--- config.mk ---
export PLATFORM = sky130hd
export DESIGN_NAME = fetch_unit
export DESIGN_NICKNAME = d
export VERILOG_FILES = /design/src/rtl/fetch_unit_pkg.sv /design/src/rtl/fetch_unit_pc_next.sv /design/src/rtl/fetch_unit.sv
export SDC_FILE = /design/constraint.sdc
export NUM_CORES = 1
export LEC_CHECK = 0
export ABC_AREA = 1
export CAP_MARGIN = 20
export CORE_MARGIN = 8
export CORE_UTILIZATION = 45
export CTS_BUF_LIST = sky130_fd_sc_hd__clkbuf_4
export CTS_CLUSTER_SIZE = 28
export DETAILED_ROUTE_END_ITERATION = 12
export GPL_TIMING_DRIVEN = 0
export PLACE_DENSITY = 0.77
export SLEW_MARGIN = 20
export SYNTH_ARGS = -nofsm -noshare
export SYNTH_HDL_FRONTEND = slang
export SYNTH_SLANG_ARGS = --single-unit
--- constraint.sdc ---
create_clock -name clk -period 3.91 [get_ports clk]
set_input_delay 0.391 -clock clk [delete_from_list [all_inputs] [get_ports clk]]
set_output_delay 0.391 -clock clk [all_outputs]
set_load 0.02 [all_outputs]
--- src/rtl/fetch_unit_pkg.sv ---
// Shared fetch/decode definitions: FSM state encoding, next-PC select
// codes (shared with dec) and the branch offset helper.
package fetch_unit_pkg;

   typedef enum logic [1:0] {
      ST_IDLE  = 2'd0,
      ST_FETCH = 2'd1,
      ST_HOLD  = 2'd2
   } fetch_state_t;

   localparam logic [1:0] SEL_SEQ    = 2'b00;
   localparam logic [1:0] SEL_BRANCH = 2'b01;
   localparam logic [1:0] SEL_JUMP   = 2'b10;
   localparam logic [1:0] SEL_JREG   = 2'b11;

   localparam logic [31:0] PC_STEP = 32'd4;

   // Word offset -> byte offset, sign-extended to 32 bits.
   function automatic logic [31:0] br_offset(input logic [15:0] imm);
      return {{14{imm[15]}}, imm, 2'b00};
   endfunction

endpackage

--- src/rtl/fetch_unit_pc_next.sv ---
// pc_next: combinational next-PC selection.
// Ports: i_pc, i_redirect, i_sel, i_br_taken, i_imm16, i_jtarget,
// i_rs_value in; o_pc_next out. All arithmetic wraps modulo 2^32.
module pc_next
   import fetch_unit_pkg::*;
(
   input  logic [31:0] i_pc,
   input  logic        i_redirect,
   input  logic [1:0]  i_sel,
   input  logic        i_br_taken,
   input  logic [15:0] i_imm16,
   input  logic [25:0] i_jtarget,
   input  logic [31:0] i_rs_value,
   output logic [31:0] o_pc_next
);

   logic [31:0] w_seq;
   logic [31:0] w_rs_aligned;

   assign w_seq        = i_pc + PC_STEP;
   assign w_rs_aligned = i_rs_value & 32'hFFFF_FFFC;

   always_comb begin
      o_pc_next = w_seq;
      if (i_redirect) begin
         case (i_sel)
            SEL_BRANCH: begin
               if (i_br_taken)
                  o_pc_next = w_seq + br_offset(i_imm16);
            end
            // Region bits come from PC+4, not PC.
            SEL_JUMP: o_pc_next = {w_seq[31:28], i_jtarget, 2'b00};
            SEL_JREG: o_pc_next = w_rs_aligned;
            default:  o_pc_next = w_seq;
         endcase
      end
   end

endmodule

--- src/rtl/fetch_unit.sv ---
// fetch_unit: IDLE/FETCH/HOLD instruction fetcher with one held slot.
// Ports: clk, rst; imem_addr/imem_req/imem_ack/imem_rdata to memory;
// instruction/inst_valid/inst_ready/pc_out to decode; redirect,
// PC_MUX_SEL, br_taken, imm16, jtarget, rs_value from decode.
module fetch_unit
   import fetch_unit_pkg::*;
#(
   parameter logic [31:0] RESET_PC = 32'h0000_0000
)(
   input  logic        clk,
   input  logic        rst,
   output logic [31:0] imem_addr,
   output logic        imem_req,
   input  logic        imem_ack,
   input  logic [31:0] imem_rdata,
   output logic [31:0] instruction,
   output logic        inst_valid,
   input  logic        inst_ready,
   output logic [31:0] pc_out,
   input  logic        redirect,
   input  logic [1:0]  PC_MUX_SEL,
   input  logic        br_taken,
   input  logic [15:0] imm16,
   input  logic [25:0] jtarget,
   input  logic [31:0] rs_value
);

   fetch_state_t r_state;
   fetch_state_t w_state_nxt;

   logic [31:0] r_pc;
   logic [31:0] r_instr;
   logic [31:0] r_pc_out;
   logic [31:0] w_pc_next;
   logic        w_req;
   logic        w_valid;
   logic        w_capture;
   logic        w_advance;

   pc_next u_pc_next (
      .i_pc       (r_pc),
      .i_redirect (redirect),
      .i_sel      (PC_MUX_SEL),
      .i_br_taken (br_taken),
      .i_imm16    (imm16),
      .i_jtarget  (jtarget),
      .i_rs_value (rs_value),
      .o_pc_next  (w_pc_next)
   );

   always_ff @(posedge clk or posedge rst) begin
      if (rst)
         r_state <= ST_IDLE;
      else
         r_state <= w_state_nxt;
   end

   always_comb begin
      w_state_nxt = r_state;
      case (r_state)
         ST_IDLE:  w_state_nxt = ST_FETCH;
         ST_FETCH: if (imem_ack) w_state_nxt = ST_HOLD;
         ST_HOLD:  if (inst_ready) w_state_nxt = ST_FETCH;
         default:  w_state_nxt = ST_IDLE;
      endcase
   end

   always_comb begin
      w_req     = 1'b0;
      w_valid   = 1'b0;
      w_capture = 1'b0;
      w_advance = 1'b0;
      case (r_state)
         ST_FETCH: begin
            w_req     = 1'b1;
            w_capture = imem_ack;
         end
         ST_HOLD: begin
            w_valid   = 1'b1;
            w_advance = inst_ready;
         end
         default: ;
      endcase
   end

   // Redirect operands only matter on the consuming HOLD cycle.
   always_ff @(posedge clk or posedge rst) begin
      if (rst) begin
         r_pc     <= RESET_PC;
         r_instr  <= 32'h0;
         r_pc_out <= 32'h0;
      end else begin
         if (w_capture) begin
            r_instr  <= imem_rdata;
            r_pc_out <= r_pc;
         end
         if (w_advance)
            r_pc <= w_pc_next;
      end
   end

   assign imem_addr   = r_pc;
   assign imem_req    = w_req;
   assign inst_valid  = w_valid;
   assign instruction = r_instr;
   assign pc_out      = r_pc_out;

endmodule

After elaboration in Yosys (flattened, before gate mapping)
Index checks and enable logic that the tools add are counted.

Add/sub/neg operators: 2. Equal/unequal tests: 7. Multiplexer cells: 10. Reduce and logical (&&, ||, !) cells: 2.

Operator list (number): 32-bit one-hot mux with 3 select lines (1); 32-bit two-way mux (2); 32-bit by 3-bit adder with 32-bit output (second input constant) (1); 32-bit adder (1); 2-bit == test (second input constant) (3); 2-bit one-hot mux with 3 select lines (1); 2-bit by 1-bit == test with 1-bit output (second input constant) (2); 1-bit two-way mux (4); 2-bit two-way mux (2); 2-bit inequality test (second input constant) (2); 2-bit logical NOT (1); 2-bit AND reduction (1).

Register bits after elaboration: 98. Bits of input ports: 114. Output and inout bits: 98. Logic and storage cells: 25.

Depth between registers and ports, before layout
Depth after elaboration: 5. Gate-level depth with buffers: 26. Mapped depth without buffers: 26.

Cells and area by module
Synthesis repeated with hierarchy kept, for this count alone.

Cells, all modules: 1280. Area, all modules: 8281.7 µm².

Modules (own cells, without submodules): pc_next (times used 1, cells each 839, area an instance 4176.5 µm²); fetch_unit (times used 1, cells each 441, area an instance 4105.2 µm²).

Least setup slack after synthesis
Ideal clock, no wire load.

Path kind: register to register. Start point: register r_pc[3] (netlist: imem_addr[3]). End point: register r_pc[27] (netlist: imem_addr[27]). Setup time: 117 ps. Arrival: 2820 ps. Data required time: 3793 ps. Setup slack: 974 ps. Cell stages (with the launch flop): 23. Cells stage by stage: dfrtp_1 -> ha_1 -> nand2_1 -> nor2_2 -> nand2_1 -> nor3_2 -> xor2_1 -> inv_1 -> ha_1 -> nand2_1 -> inv_1 -> nand2_1 -> inv_1 -> a21oi_1 -> nor2_1 -> nor2_1 -> nand2_1 -> nand2_1 -> nand3_1 -> nand2_1 -> nand2_1 -> nand2_1 -> nand2_1.

Cells in the longest elaborated chain, start to end: 5.

RTL lines: from (decl) (RTL line fetch_unit.sv:31) `logic [31:0] r_pc;`; from (signal assigned) (RTL line fetch_unit.sv:98) `r_pc <= w_pc_next;`; 32-bit by 3-bit adder with 32-bit output (*) (RTL line fetch_unit_pc_next.sv:20) `assign w_seq = i_pc + PC_STEP;`; 32-bit adder (RTL line fetch_unit_pc_next.sv:29) `o_pc_next = w_seq + br_offset(i_imm16);`; 32-bit two-way mux (RTL line fetch_unit_pc_next.sv:28) `if (i_br_taken)`; 32-bit one-hot mux with 3 select lines (RTL line fetch_unit_pc_next.sv:26) `case (i_sel)`; 32-bit two-way mux (*) (RTL line fetch_unit_pc_next.sv:25) `if (i_redirect) begin`.

Every way passes the cells marked *; elsewhere a longest branch is shown, timed or not. A chain may end at the register's enable or synchronous reset.

Worst setup path after layout
Start point: register r_pc[2] (netlist: imem_addr[2]). End point: register r_pc[23] (netlist: imem_addr[23]).

Same word-level chain as after synthesis.

==> impl_metrics.yaml <==
logic_synthesis:
  ys_warn_count: 0
  ys.flop_type: "dfrtp_1"
  ys_seq_area_share_pct: 30.5
  syn_area_um2: 7710
  synthSimpleGateAreaFrac_pct: 33.1
  synthDistinctLibCells: 46
  synth_compound_area_share_pct: 11.6
  synth_xor_area_share_pct: 2.84
  yosysTopAreaCell: "dfrtp_1"
  syn-instance-count: 1169
  muxShareOfSynthArea_pct: 4.97
  ys_top_cells_by_area: "dfrtp_1 (31%), nand2_1 (20%), inv_1 (8.7%)"
  ys_ff_latch: 94
  synth-edff-count: 0
  syn_avg_cell_area_um2: 6.60
  async_flop_share_pct: 100
  synth_adder_area_share_pct: 5.94
  yosys.area.top_type_share_pct: 30.5
  synth_top_family_by_area: "simple AND/OR/NAND/NOR gates"
routing:
  wl_met1_um: 12100
  wire_per_inst_um: 17.2
  drtAntennaViolNets: 0
  routed.top_layer: "met4"
  drc: 0
  dr.pass1.iters: 6
  drtIter0Drc: 603
  viasPerCell: 5.15
  met2_length_um: 13300
  wl_met3_um: 1830
  wl_um: 27800
  vias: 8331
cts:
  cts_root_buffer: "clkbuf_4"
  cts_tree: "done"
  clk_latency_ns: 0.45
  ctsHtreeMaxLevel: 3
  cts_num_sinks: 94
  clkTransAtPathRegs_ns: 0.15
  holdBufCountCts: 0
  cts_made_buffers: 9
  clockBufferDepth: 2
grt:
  first_global_vias: 8295
  grt_start_max_net_pins: 65
  grtUsageTotal_pct: 25.4
  grt.overflow.total: 0
  antenna_found_initial: 1
  grt_pass1_wl_um: 43900
pwr:
  p_total_mw: 7.59
  sw_frac_of_total_pct: 51.7
  p_comb_share_pct: 69.4
  p_seq_share_pct: 24.4
  powerDensity_nw_per_um2: 743
  peakVddDrop_mv: 0.392
  p_leak_nw: 5.14
  p_sw_mw: 3.92
  intPower_mw: 3.67
  power_frac_clock_pct: 6.3
floorplanning:
  placementRows: 48
  core_um2: 17000
  start_util_pct: 45.4
  die_h_um: 147
  dieArea_um2: 21600
  io_pins: 212
  fp.dieW_um: 147
timing:
  slew_violations: 0
  slew_headroom_pct: 44.8
  hold_viol: 0
  layout_min_cycle_time_ns: 3.64
  period_share_pct: 93.1
  fin_setup_tns_ns: 0
  fmax_ghz: 0.275
  fin_skew_ns: 0.0188
  grt_setup_unrepaired: "true"
  whs_ns: 0.274
  worst_pin_slew_ns: 0.823
  finalSetupViolations: 0
critical_path:
  cp-start-kind: "register"
  crit_path_end_kind: "register"
  cpMostUsedCell: "nand2_1"
  crit_path_top_delay_cell: "dfrtp_1"
  crit_type: "reg2reg"
  path_cells: "ha_1 > nand2_1 > nor2_2 > inv_1 > nor2_2 > xor2_1 > inv_1 > ha_1 > nand2_1 > inv_1 > nand2_1 > inv_1 > a21oi_1 > nand2_1 > nand2_1 > nand2_1 > nand2_1 > nand3_1 > nand2_1 > nand2_1 > nand2_1 > o21ai_1"
  cp_num_buf_inv: 4
  worst-endpoint-arrival_ns: 3.95
  cp.required_ns: 4.22
  slowest_delay_ns: 0.47
  cp_top_family: "simple AND/OR/NAND/NOR gates"
  crit_fanout: 5
worst_hold_path:
  min_path_type: "in2async"
place:
  place_area_um2: 10100
  port_buffers: 204
  gp_congestion: 0.927
  hpwl_um: 23600
layout:
  fin_area_um2: 10200
  nets: 1538
  syn_to_final_growth_pct: 32.6
  final_util_pct: 60.2
  final_cell_mix: "nand2_1 (410), clkdlybuf4s50_1 (204), inv_1 (177), dfrtp_1 (93), nand3_1 (77)"
  drive_above_1_share_pct: 7.04
  nFillCells: 1698
  final_common_cell: "nand2_1"
outcome:
  status: "finished clean"
run:
  maxCapViolCount: 0
Yosys cell counts, types with 4 or more instances:
cell,number
a221oi_1,15
inv_1,178
nand4_1,15
o21ai_0,49
clkbuf_1,23
a21oi_1,51
mux2_2,34
nand2_2,6
ha_1,35
nor2_1,64
buf_2,6
nand3_1,77
xor2_1,21
nor3_1,16
xnor2_1,4
inv_2,5
o211ai_1,7
buf_4,5
o21ai_1,10
dfrtp_1,94
nand2_1,410
nor2_2,6
a22oi_1,4
power groups by stage:
stage	logic [mW]	registers [mW]	clock network [mW]
final	5.27	1.85	0.477
after detailed placement	5.20	1.87	0
after CTS	5.22	1.85	0.482
after global routing	5.78	1.92	0.524
after floorplan	2.67	2.35	0
after global placement	5.13	1.85	0
metal layers:
layer | track usage [%] | up-vias
li1 | - | 4162
met1 | 31.8 | 3823
met2 | 43.7 | 309
met3 | 4.09 | 37
met4 | 8.16 | 0
met5 | 0 | -
worst paths after layout:
path                         startpoint            end  slack [ns]  depth (start not counted)
min                                 rst  imem_addr[16]        0.27                          2
min in group clk             pc_out[11]     pc_out[11]        0.50                          2
max reg2reg                imem_addr[2]  imem_addr[23]        0.27                         22
max                        imem_addr[2]  imem_addr[23]        0.27                         22
max in group asynchronous           rst   imem_addr[3]        3.01                          3
min reg2reg                  pc_out[11]     pc_out[11]        0.50                          2
registers in the layout, summed over array words and instances (netlist names):
register and cells:
imem_addr 30, instruction 32, pc_out 30, r_state 2
final cells by class:
| type | instances | area, um2 | area share [%] |
|---|---|---|---|
| clock buffer | 11 | 82.6 | 0.807 |
| inverter | 184 | 696 | 6.80 |
| clock inverter | 5 | 33.8 | 0.330 |
| antenna | 1 | 2.50 | 0.0245 |
| tap | 225 | 282 | 2.75 |
| multi-input combinational | 860 | 4550 | 44.5 |
| timing repair buffer | 205 | 2070 | 20.2 |
| buffer | 34 | 154 | 1.50 |
| sequential | 94 | 2350 | 23.0 |
timing repair:
item                       in CTS  in global routing
buffers inserted                0                  0
gates resized for setup         0                  6
setup endpoints to repair       0                  2
stage by stage:
step | cells | worst slack (ns)
floorplan | 1172 | 0.974
global placement | 1601 | -0.340
detailed placement | 1602 | 0.263
CTS | 1618 | 0.221
global route | 1619 | -0.00415
finish | 1619 | 0.270
cell families (layout without fill, tap and decap cells):
| kind of cell | Yosys count | in the layout |
|---|---|---|
| simple gates | 608 | 608 |
| buf+inv | 218 | 439 |
| compound gates | 153 | 153 |
| flops | 94 | 94 |
| fa+ha+maj | 36 | 36 |
| mux | 34 | 34 |
| xor+xnor | 25 | 25 |
| other cells | 1 | 5 |
No activity file was read; power rests on OpenSTA's default activity.
